==> config.mk <==
export PLATFORM = sky130hd
export DESIGN_NAME = instruction_fetch
export DESIGN_NICKNAME = d
export VERILOG_FILES = /design/src/rtl/instruction_fetch.sv
export SDC_FILE = /design/constraint.sdc
export NUM_CORES = 1
export LEC_CHECK = 0
export ABC_CLOCK_PERIOD_IN_PS = 4300
export BUFFER_PORTS_ARGS = -buffer_cell sky130_fd_sc_hd__buf_2
export CAP_MARGIN = 20
export CORE_MARGIN = 1
export CORE_UTILIZATION = 59
export DETAILED_ROUTE_END_ITERATION = 8
export GPL_TIMING_DRIVEN = 0
export PLACE_DENSITY = 0.85
export SLEW_MARGIN = 30
export SYNTH_ARGS = -nofsm -noshare
export SYNTH_HDL_FRONTEND = slang
export SYNTH_SLANG_ARGS = --single-unit
==> constraint.sdc <==
create_clock -name i_clk -period 4.3 [get_ports i_clk]
set_clock_uncertainty 0.2 [all_clocks]
set_input_delay 0.86 -clock i_clk [delete_from_list [all_inputs] [get_ports i_clk]]
set_output_delay 0.86 -clock i_clk [all_outputs]
set_load 0.05 [all_outputs]
==> src/rtl/instruction_fetch.sv <==
// instruction_fetch: front-end fetch stage in front of the instruction port of
// the memory controller. It holds the fetch PC, issues one word address per
// cycle to a synchronous 1-cycle memory, captures the returned word into a
// 2-entry queue and hands the queue head to decode over a valid/ready handshake.
// A redirect flushes the in-flight fetch and every buffered word.
//
// Optional feature macro: FETCH_FAULT_EN. When it is defined, each captured
// word carries a fault bit that is set when its PC lies outside the bootloader
// ROM and instruction RAM regions. When it is undefined, o_fault is tied to 0.
//
// Ports:
//   i_clk            clock, rising edge
//   i_rst            synchronous active-high reset
//   o_inst_addr      fetch address (the fetch PC register)
//   i_inst_data      memory word for the address presented in the previous cycle
//   o_valid          queue head holds an instruction
//   o_inst           instruction word at the queue head
//   o_pc             PC of o_inst
//   i_ready          decode takes the head when o_valid && i_ready
//   i_redirect_valid redirect request (branch/jump/trap)
//   i_redirect_pc    redirect target; the low two bits are dropped
//   o_fault          head instruction came from an unmapped region
module instruction_fetch #(
   parameter logic [31:0] RESET_PC  = 32'h1000_0000,
   parameter logic [3:0]  BROM_BASE = 4'h1,
   parameter logic [3:0]  IMEM_BASE = 4'h2
) (
   input  logic        i_clk,
   input  logic        i_rst,
   output logic [31:0] o_inst_addr,
   input  logic [31:0] i_inst_data,
   output logic        o_valid,
   output logic [31:0] o_inst,
   output logic [31:0] o_pc,
   input  logic        i_ready,
   input  logic        i_redirect_valid,
   input  logic [31:0] i_redirect_pc,
   output logic        o_fault
);

   localparam int unsigned XLEN  = 32;
   localparam int unsigned CNT_W = 2;

   typedef struct packed {
      logic [XLEN-1:0] inst;
      logic [XLEN-1:0] pc;
`ifdef FETCH_FAULT_EN
      logic            fault;
`endif
   } entry_t;

   logic [XLEN-1:0]  fetch_pc;
   logic             inflight;
   logic [XLEN-1:0]  inflight_pc;
   logic [CNT_W-1:0] count;
   entry_t           q_head;
   entry_t           q_tail;

   logic             pop_c;
   logic [2:0]       occ_c;
   logic             issue_c;
   logic [CNT_W-1:0] fill_c;
   entry_t           new_entry_c;

   // Handshake, occupancy and the entry built from the returning word
   always_comb begin
      pop_c            = (count != '0) && i_ready;
      occ_c            = 3'(count) + 3'(inflight) - 3'(pop_c);
      issue_c          = !i_redirect_valid && (occ_c < 3'd2);
      fill_c           = count - CNT_W'(pop_c);
      new_entry_c      = '0;
      new_entry_c.inst = i_inst_data;
      new_entry_c.pc   = inflight_pc;
`ifdef FETCH_FAULT_EN
      new_entry_c.fault = (inflight_pc[31:28] != BROM_BASE) &&
                          (inflight_pc[31:28] != IMEM_BASE);
`endif
   end

   // PC, in-flight tracking and queue state
   always_ff @(posedge i_clk) begin
      if (i_rst) begin
         fetch_pc    <= RESET_PC;
         inflight    <= 1'b0;
         inflight_pc <= '0;
         count       <= '0;
         q_head      <= '0;
         q_tail      <= '0;
      end else if (i_redirect_valid) begin
         // Any word in flight belongs to the old path and is dropped
         fetch_pc <= i_redirect_pc & ~32'h3;
         inflight <= 1'b0;
         count    <= '0;
      end else begin
         inflight <= issue_c;
         if (issue_c) begin
            inflight_pc <= fetch_pc;
            fetch_pc    <= fetch_pc + 32'd4;
         end
         if (pop_c) begin
            q_head <= q_tail;
         end
         // Capture lands in the first free slot after this cycle's pop
         if (inflight) begin
            if (fill_c == '0) begin
               q_head <= new_entry_c;
            end else begin
               q_tail <= new_entry_c;
            end
            count <= fill_c + CNT_W'(1);
         end else begin
            count <= fill_c;
         end
      end
   end

   assign o_inst_addr = fetch_pc;
   assign o_valid     = (count != '0);
   assign o_inst      = q_head.inst;
   assign o_pc        = q_head.pc;
`ifdef FETCH_FAULT_EN
   assign o_fault     = q_head.fault;
`else
   assign o_fault     = 1'b0;
`endif

   // The issue rule reserves a slot for every in-flight word
   a_no_overflow: assert property (@(posedge i_clk) disable iff (i_rst)
      !(inflight && !i_redirect_valid && (fill_c == CNT_W'(2))));

   a_regions_distinct: assert property (@(posedge i_clk) BROM_BASE != IMEM_BASE);

endmodule
# After elaboration in Yosys (flattened, before gate mapping)
# Index checks and enable logic that the tools add are counted.
[totals]
wordCells = 32
in_bits = 68
register_bits = 195
output_inout_bits = 98
[op_classes]
reduce_logical = 9
bitwise = 2
n_addsub = 5
mux = 6
magnitude_cmp = 1
[ops]
columns = ["operator", "n"]
rows = [
  ["two-way mux 64 bit", 3],
  ["two-way mux 32 bit", 2],
  ["adder 32 x 3 -> 32 bit (second input constant)", 1],
  ["nonzero test 2 bit", 2],
  ["adder 2 x 1 -> 3 bit", 1],
  ["less-than comparator 3 x 2 -> 1 bit (second input constant)", 1],
  ["AND reduction 3 bit", 1],
  ["subtractor 3 x 1 -> 3 bit", 1],
  ["adder 2 x 1 -> 2 bit (second input constant)", 1],
  ["logical AND 1 bit", 2],
  ["logical NOT 2 bit", 1],
  ["two-way mux 2 bit", 1],
  ["inverter 1 bit", 2],
  ["AND reduction 2 bit", 1],
  ["OR reduction 2 bit", 1],
  ["subtractor 2 x 1 -> 2 bit", 1],
  ["logical NOT 1 bit", 1],
]

# Logic depth before layout (Yosys ltp)
# Gate-level depths: netlist (run 1).
[logic_depth]
ltp_word = 7
depth_mapped = 11
depth_no_buf = 9

# Least setup slack after synthesis (run 1)
# Ideal clock, no wire load.
[synth_path]
path_kind = "input -> register"
from = "in i_ready"
to = "reg fetch_pc[15], in the netlist o_inst_addr[15]"
path_slack_ns = 1.118
path_buffers = 1
t_required_ns = 4.009
setup_ns = 0.091
t_arrival_ns = 2.891
stages = 9
path_cell_list = "nand2b_1 nand2_1 nand2_1 fa_1 buf_2 nand3_1 or3_1 or3_1 a311oi_1"
[synth_between]
elab_chain_len = 5
[synth_rtl]
columns = ["item", "line_no", "rtl"]
rows = [
  ["start: declaration", "35", "input logic i_ready,"],
  ["logical AND 1 bit", "67", "pop_c = (count != '0) && i_ready;"],
  ["subtractor 3 x 1 -> 3 bit", "68", "occ_c = 3'(count) + 3'(inflight) - 3'(pop_c);"],
  ["less-than comparator 3 x 2 -> 1 bit", "69", "issue_c = !i_redirect_valid && (occ_c < 3'd2);"],
  ["logical AND 1 bit", "69", ""],
  ["nonzero test 2 bit (no line)", "--", ""],
  ["end signal: assignment", "91", "fetch_pc <= i_redirect_pc & ~32'h3;"],
  ["end signal: assignment", "98", "fetch_pc <= fetch_pc + 32'd4;"],
  ["end: declaration", "52", "logic [XLEN-1:0] fetch_pc;"],
]
# No other way between the ends.
# A chain may end at the register's enable or synchronous reset.

# Worst setup path in the final report (run 1)
[layout_path]
from = "in i_ready"
to = "reg fetch_pc[29], in the netlist o_inst_addr[29]"
# The elaborated chain is that of the path after synthesis.

==> flow_summary.rst, run 1 <==
.. list-table::
   :header-rows: 1

   * - Metric
     - Value
   * - Outcome
     - complete, no violations
   * - Time the worst path needs with I/O delays and setup
     - 3250 ps
   * - Worst Slack Setup Final
     - 1050 ps
   * - Library cells used by synthesis
     - 45
   * - Setup fix buffers added after clock tree synthesis
     - 0
   * - Ranking of synthesized cells by area
     - sky130_fd_sc_hd__dfxtp_1 48%, sky130_fd_sc_hd__nand2_1 10%, sky130_fd_sc_hd__mux2i_1 8.1%, sky130_fd_sc_hd__a211oi_1 7.6%, sky130_fd_sc_hd__a21oi_1 6.3%
   * - DRC Markers
     - 0
   * - Cell count after synthesis
     - 919
   * - Total I/O pin count
     - 166
   * - Seq/Total Area, Yosys
     - 0.484
   * - # nets final
     - 1170
   * - Power, Total
     - 4.05 mW
   * - Max-Slew Margin vs Limit
     - 0.511
   * - Core Rows
     - 41
   * - Final Hold Viols
     - 0
   * - Maximum capacitance violations
     - 0
   * - Final worst path period share
     - 0.755
   * - Fraction of layout cells with a size suffix above 1
     - 0.199
   * - Crit path max-delay family
     - simple AND/OR/NAND/NOR gates
   * - Violation count after the first detailed-route iteration
     - 655
   * - Buffers and inverters on the worst path
     - 2
   * - Flip-flop and latch count after synthesis
     - 189
   * - Clock root buffer
     - sky130_fd_sc_hd__clkbuf_16
   * - Register clock-pin slew on the reported worst setup and hold paths
     - 70 ps
   * - Aggregate negative setup slack
     - 0 ps
   * - Die outline area
     - 13700 um^2
   * - CTS Buf Count
     - 17
   * - Post-Syn Area per Cell
     - 8.50 um^2
   * - Portion of synthesized cell area occupied by the leading cell type
     - 0.484
   * - Number of iterations in the first detailed-routing pass
     - 7
   * - H-tree depth
     - 4
   * - Antenna violations before repair
     - 0
   * - Worst hold margin
     - 254 ps
   * - IO Port Bufs
     - 159
   * - Crit-path max FO
     - 10
   * - Largest family of logic cells by synthesized area
     - simple AND/OR/NAND/NOR gates
   * - Largest area contributor in the synthesized netlist
     - sky130_fd_sc_hd__dfxtp_1
   * - Syn-to-layout area delta
     - 20.9%
   * - Starting utilization of the core area
     - 0.612
   * - RSZ-0062 raised after global routing
     - no
   * - Final setup viols
     - 0
   * - Hold-fix buffers at CTS
     - 0
   * - Post-Place Setup Slack
     - 650 ps
   * - Filler cell count in the final layout
     - 990
   * - Nature of the critical path startpoint
     - input port
   * - CP endpoint kind
     - flop
   * - Data arrival time of the critical path
     - 3350 ps
   * - Area taken by multi-input logic gates
     - 3700 um^2
   * - Hold WC Path Type
     - flop to flop
   * - Mux contribution to synthesized area
     - 0.0807
   * - Core utilization of the finished layout
     - 0.740
   * - Routability congestion estimate from global placement
     - 0.870
   * - Maximum VDD drop
     - 0.286 mV
   * - Synthesized-area fraction occupied by xor and xnor cells
     - 0.0303
   * - Synth Cell Area
     - 7810 um^2
   * - Count of warnings emitted by yosys
     - 0
   * - Critical Path Slowest Stage Cell
     - sky130_fd_sc_hd__fa_1
   * - Count of vias placed by the detailed router
     - 7175
   * - Delay of the slowest cell on the worst path
     - 500 ps
   * - Required arrival time at the worst endpoint
     - 4400 ps
   * - Detailed-placement wirelength estimate
     - 14100 um
   * - Predominant post-synthesis flop cell
     - sky130_fd_sc_hd__dfxtp_1
   * - Adder-cell share of the synthesized area
     - 0.00576
   * - Share of the synthesized area in compound gates (AO/OA/AOI/OAI)
     - 0.152
   * - Number of nets with antenna violations after routing
     - 0
   * - Resized Gates After CTS
     - 0
   * - Die H
     - 117 um
   * - Proportion of register bits with asynchronous set or reset after synthesis
     - 0
   * - Number of global-route vias before repair
     - 6507
   * - EDFF count, synth
     - 0
   * - DR WL/cell
     - 15.3 um
   * - Pin slew with the least headroom to its limit
     - 734 ps
   * - Worst setup path category
     - input port to flop
   * - Average vias per placed instance
     - 5.59
   * - Clock tree buffer depth
     - 2
   * - Storage element area
     - 3780 um^2
   * - Clock Latency Late Sink
     - 430 ps
   * - Critical path, cell by cell
     - buf_2 -> nand2b_1 -> nand2_1 -> nand2_1 -> fa_1 -> buf_2 -> nand3_1 -> nor4_4 -> nor4b_2 -> xnor2_1 -> a21oi_1
   * - Antenna diodes
     - 0
   * - Synth Area in Simple Gates
     - 0.204
   * - All-layer global routing usage
     - 0.297
   * - Core Area
     - 12800 um^2
   * - Global-route wire length before repair
     - 31300 um
   * - Maximum clock frequency
     - 308 MHz
   * - Static leakage
     - 3.89 nW
   * - Die X
     - 117 um
   * - Pins over their slew limit
     - 0
   * - Final Routed Wirelength
     - 19600 um
   * - Overflow left after global routing
     - 0
   * - Largest net degree at the start of global routing
     - 17
   * - Sink count of the clock tree
     - 189
   * - Power density over cell area
     - 429 nW/um^2
   * - CTS tree
     - done
[routing by layer]
metal	track usage	vias to the layer above	routed length [um]
li1	-	3508	-
met1	0.380	3328	8430
met2	0.497	295	9410
met3	0.0587	44	1370
met4	0.116	0	442
met5	0	-	0
[worst min-delay path, delay by kind of cell (launching register included)]
kind               cells  cell delay, ps
and+or+nand+nor        1              50
DFF                    1             310
AOI/OAI and AO/OA      1              50
[per-stage QoR]
step	std cells	cell area, um^2
after floorplan	921	7820
after global placement	1252	8830
after detailed placement	1252	8830
after CTS	1283	9450
after global routing	1283	9450
final	1283	9450
[synthesized netlist by cell type (2+ instances only)]
library cell and instances:
sky130_fd_sc_hd__mux2i_1 63, sky130_fd_sc_hd__nand2_1 213, sky130_fd_sc_hd__or2_2 3, sky130_fd_sc_hd__a211oi_1 79
sky130_fd_sc_hd__nor4_4 2, sky130_fd_sc_hd__nand4_1 13, sky130_fd_sc_hd__o21ai_0 3, sky130_fd_sc_hd__dfxtp_1 189
sky130_fd_sc_hd__xor2_1 16, sky130_fd_sc_hd__and4_1 3, sky130_fd_sc_hd__buf_2 15, sky130_fd_sc_hd__nand3_1 15
sky130_fd_sc_hd__nor3b_1 3, sky130_fd_sc_hd__buf_4 4, sky130_fd_sc_hd__or3_1 5, sky130_fd_sc_hd__inv_1 4
sky130_fd_sc_hd__ha_1 2, sky130_fd_sc_hd__clkbuf_1 56, sky130_fd_sc_hd__nor3_1 2, sky130_fd_sc_hd__xnor2_1 11
sky130_fd_sc_hd__a311oi_1 3, sky130_fd_sc_hd__nand3b_1 2, sky130_fd_sc_hd__a21oi_1 98, sky130_fd_sc_hd__nor2_1 89
sky130_fd_sc_hd__a31oi_1 2, sky130_fd_sc_hd__and3_1 5
[layout by cell type, fill, tap and decap left out, drive strengths merged, types with 11 or more instances in the layout]
cell,instances
xnor2,11
nand2,213
a21oi,99
xor2,16
nand4,14
mux2i,63
a211oi,80
dfxtp,189
nor2,89
nand3,16
buf,178
clkbuf,76
[where the power goes]
group | switching, mW | internal [mW] | leakage [nW] | total [mW]
clock | 0.647 | 0.982 | 0.284 | 1.63
combinational | 0.388 | 0.150 | 2.06 | 0.538
sequential | 0.0640 | 1.82 | 1.54 | 1.88
[kinds of logic after synthesis]
| kind of cell | count (synthesis) |
|---|---|
| DFF | 189 |
| muxes | 63 |
| and+or+nand+nor | 366 |
| adders and majority gates | 3 |
| buffers and inverters | 80 |
| other | 1 |
| xor gates and xnor gates | 27 |
| AOI/OAI and AO/OA | 190 |
[flip-flops by register name, summed over array words and instances (netlist names)]
name,count
count,2
o_pc,32
inflight,1
q_tail,62
o_inst,32
inflight_pc,30
o_inst_addr,30
[worst paths after layout]
check             cells past startpoint  slack, ps       from              end
setup / recovery                     11       1050    i_ready  o_inst_addr[29]
hold / removal                        2        250  q_tail[5]        q_tail[5]
setup reg to reg                     10       1130   count[1]  o_inst_addr[29]
hold reg to reg                       2        250  q_tail[5]        q_tail[5]
[area by class of cell]
cell class | count | share of cell area
clock inverters | 11 | 0.0177
multi-input cells | 652 | 0.392
inverters | 5 | 0.00199
clock buffers | 20 | 0.0473
flip-flops and latches | 189 | 0.400
well taps | 172 | 0.0228
repair buffers | 159 | 0.0842
plain buffers | 75 | 0.0334
Power figures use the tool's default switching activity.
==> inputs of run 2 (changes only) <==
--- a/config.mk
+++ b/config.mk
@@ -5,14 +5,14 @@
 export SDC_FILE = /design/constraint.sdc
 export NUM_CORES = 1
 export LEC_CHECK = 0
-export ABC_CLOCK_PERIOD_IN_PS = 4300
+export ABC_CLOCK_PERIOD_IN_PS = 2600
 export BUFFER_PORTS_ARGS = -buffer_cell sky130_fd_sc_hd__buf_2
 export CAP_MARGIN = 20
 export CORE_MARGIN = 1
-export CORE_UTILIZATION = 59
+export CORE_UTILIZATION = 49
 export DETAILED_ROUTE_END_ITERATION = 8
 export GPL_TIMING_DRIVEN = 0
-export PLACE_DENSITY = 0.85
+export PLACE_DENSITY = 0.76
 export SLEW_MARGIN = 30
 export SYNTH_ARGS = -nofsm -noshare
 export SYNTH_HDL_FRONTEND = slang
==> constraint.sdc (replaced) <==
create_clock -name i_clk -period 2.6 [get_ports i_clk]
set_clock_uncertainty 0.2 [all_clocks]
set_input_delay 0.52 -clock i_clk [delete_from_list [all_inputs] [get_ports i_clk]]
set_output_delay 0.52 -clock i_clk [all_outputs]
set_load 0.05 [all_outputs]
==> run 2 against run 1 <==
Clock-buffer cell count unchanged. Utilization decreased by 11 points. Power increased by 61%. Combinational power increased by 66%. Sequential cell count unchanged. Critical path type is now flop to flop.
==> flow_summary.rst, run 2 (synthesis results as in run 1) <==
.. list-table::
   :header-rows: 1

   * - Metric
     - Value
   * - Total I/O pin count
     - 166 (unchanged)
   * - Global-route wire length before repair
     - 30800 um (-1.5%)
   * - Clock root buffer
     - sky130_fd_sc_hd__clkbuf_16
   * - Crit-path max FO
     - 5 (-5)
   * - Average vias per placed instance
     - 5.22 (-6.6%)
   * - Fraction of layout cells with a size suffix above 1
     - 0.223 (+0.0236)
   * - Pins over their slew limit
     - 0 (unchanged)
   * - Die H
     - 128 um (+9.6%)
   * - DR WL/cell
     - 14.7 um (-3.9%)
   * - Antenna violations before repair
     - 0 (unchanged)
   * - Detailed-placement wirelength estimate
     - 14100 um (-0.16%)
   * - Core Rows
     - 45 (+9.8%)
   * - Critical path, cell by cell
     - nand3b_1 -> nand2_2 -> nand2_4 -> fa_2 -> nand3_4 -> or3_4 -> or3_4 -> a311oi_2
   * - Outcome
     - complete, no violations
   * - Launching point of the worst reg2reg path
     - count[0]
   * - Clock Latency Late Sink
     - 420 ps (about the same)
   * - Cells on Worst Hold Path
     - 3 (+1)
   * - Routability congestion estimate from global placement
     - 0.848 (-2.6%)
   * - Maximum capacitance violations
     - 0 (unchanged)
   * - Start point of the critical path
     - count[0]
   * - Routed met1 length
     - 9250 um (+9.7%)
   * - Core Area
     - 15400 um^2 (+20%)
   * - Critical register-to-register path endpoint
     - o_inst_addr[15]
   * - Die outline area
     - 16500 um^2 (+20%)
   * - Met3 WL
     - 1250 um (-8.2%)
   * - Final worst path period share
     - 0.996
   * - Final Hold Viols
     - 0 (unchanged)
   * - Number of iterations in the first detailed-routing pass
     - 7 (unchanged)
   * - Violation count after the first detailed-route iteration
     - 455 (-31%)
   * - Most common cell after layout, fill and taps aside
     - sky130_fd_sc_hd__nand2_1
   * - All-layer global routing usage
     - 0.238 (-0.0594)
   * - Area taken by multi-input logic gates
     - 3770 um^2 (+1.8%)
   * - Count of vias placed by the detailed router
     - 6949 (-3.1%)
   * - DP Area
     - 8920 um^2 (+0.96%)
   * - DRC Markers
     - 0 (unchanged)
   * - Maximum VDD drop
     - 0.462 mV (+62%)
   * - # nets final
     - 1180 (+0.85%)
   * - Crit path max-delay family
     - simple AND/OR/NAND/NOR gates
   * - Filler cell count in the final layout
     - 1381 (+39%)
   * - Worst setup path category
     - flop to flop
   * - Largest net degree at the start of global routing
     - 17 (unchanged)
   * - Overflow left after global routing
     - 0 (unchanged)
   * - Syn-to-layout area delta
     - 23.0%
   * - Routed wl met2
     - 8850 um (-5.9%)
   * - Storage element area
     - 3790 um^2 (+0.13%)
   * - Static leakage
     - 3.98 nW (+2.4%)
   * - Post-Place Setup Slack
     - -435 ps (-1090 ps)
   * - Antenna diodes
     - 0 (unchanged)
   * - Flip-flop count of the largest register after layout
     - 62 (unchanged)
   * - Power, Total
     - 6.52 mW (+61%)
   * - Final Routed Wirelength
     - 19600 um (-0.33%)
   * - Register clock-pin slew on the reported worst setup and hold paths
     - 70 ps (about the same)
   * - CTS tree
     - done
   * - Layout Cell Area excl Fill
     - 9610 um^2 (+1.7%)
   * - Delay of the slowest cell on the worst path
     - 590 ps (+90 ps)
   * - Hold Path End
     - q_tail[61]
   * - Required arrival time at the worst endpoint
     - 2730 ps (-1670 ps)
   * - Core utilization of the finished layout
     - 0.625 (-0.114)
   * - Number of cells traversed by the worst register-to-register path
     - 8 (-2)
   * - Final setup viols
     - 0 (unchanged)
   * - IO Port Bufs
     - 159 (unchanged)
   * - Max-Slew Margin vs Limit
     - 0.510 (-0.00132)
   * - Most frequent cell on the critical path
     - sky130_fd_sc_hd__or3_4
   * - Hold WC Path Type
     - input port to flop
   * - Most flops, register
     - q_tail
   * - Number of nets with antenna violations after routing
     - 0 (unchanged)
   * - Critical hold path startpoint
     - i_inst_data[29]
   * - Maximum clock frequency
     - 386 MHz
   * - RSZ-0062 raised after global routing
     - yes
   * - Die X
     - 128 um (+9.6%)
   * - Minimum setup slack among reg-to-reg paths
     - 10 ps (-1120 ps)
   * - Aggregate negative setup slack
     - 0 ps (unchanged)
   * - Clock tree buffer depth
     - 2 (unchanged)
   * - Commonest non-fill, non-tap cells in the layout
     - 211 x sky130_fd_sc_hd__nand2_1, 187 x sky130_fd_sc_hd__dfxtp_1, 172 x sky130_fd_sc_hd__buf_2, 98 x sky130_fd_sc_hd__a21oi_1, 89 x sky130_fd_sc_hd__nor2_1
   * - Power density over cell area
     - 679 nW/um^2 (+58%)
   * - Buffers and inverters on the worst path
     - 0 (-2)
   * - Pin slew with the least headroom to its limit
     - 735 ps (+1.98 ps)
   * - Worst Slack Setup Final
     - 9.77 ps (-1040 ps)
   * - Top Layer Used
     - met4
   * - Data arrival time of the critical path
     - 2720 ps (-630 ps)
   * - CTS Buf Count
     - 17 (unchanged)
   * - Critical Path Slowest Stage Cell
     - sky130_fd_sc_hd__fa_2
   * - Nature of the critical path startpoint
     - flop
   * - Number of global-route vias before repair
     - 6199 (-4.7%)
   * - H-tree depth
     - 4 (unchanged)
   * - CP endpoint kind
     - flop
   * - Starting utilization of the core area
     - 0.508 (-0.103)
   * - Time the worst path needs with I/O delays and setup
     - 2590 ps
   * - Sink count of the clock tree
     - 189 (unchanged)
run 2: changes by cell type in the layout (fill, tap and decap cells not counted), sizes merged:
cell,delta
buf,+11
bufinv,-1
clkbuf,-1
clkinv,+3
clkinvlp,-4
run 2: final cells by class:
class / count / area share
Clock buffer: 20 / 0.0454
Timing Repair Buffer: 171 / 0.0925
Inverter: 5 / 0.00195
Clock inverter: 9 / 0.0128
Multi-Input combinational cell: 652 / 0.392
Buffer: 73 / 0.0333
Sequential cell: 189 / 0.394
Tap cell: 211 / 0.0275
run 2: worst max-delay path by stage:
stage / cells after the start / endpoint / slack, ps
finish: 8 / o_inst_addr[15] / 10
global route: 10 / o_inst_addr[27] / -130
CTS: 11 / o_inst_addr[27] / -50
detailed placement: 10 / o_inst_addr[29] / -440
global placement: 10 / o_inst_addr[29] / -400
floorplan: 9 / o_inst_addr[15] / -150
run 2: power by group:
group / switching [mW] / internal (mW) / leakage [nW]
clock: 1.03 / 1.49 / 0.275
combinational: 0.640 / 0.254 / 2.16
sequential: 0.107 / 3.01 / 1.54
run 2: what timing repair did:
action,4_1_cts,5_1_grt
endpoints found under the hold margin,0,0
pin swaps,11,11
hold buffers,0,0
setup buffers,9,3
resized for setup,7,18
endpoints found under the setup margin,54,53
run 2: worst reg2reg max path, stage by stage, from the launching register on:
cell and delay [ps]:
sky130_fd_sc_hd__dfxtp_2 320, sky130_fd_sc_hd__nand3b_1 180, sky130_fd_sc_hd__nand2_2 100, sky130_fd_sc_hd__nand2_4 60, sky130_fd_sc_hd__fa_2 590, sky130_fd_sc_hd__nand3_4 100, sky130_fd_sc_hd__or3_4 380, sky130_fd_sc_hd__or3_4 340
sky130_fd_sc_hd__a311oi_2 220
run 2: metal layers:
metal / global-route usage / vias up
met2: 0.368 / 245
met1: 0.333 / 3157
met3: 0.0438 / 18
met4: 0.0796 / 0
met5: 0 / -
li1: - / 3529
run 2: stage by stage:
step | instances | hold WS [ps]
after detailed placement | 1291 | 246
after global placement | 1291 | 241
after CTS | 1328 | 123
after global routing | 1330 | 137
final | 1330 | 141
after floorplan | 921 | 236
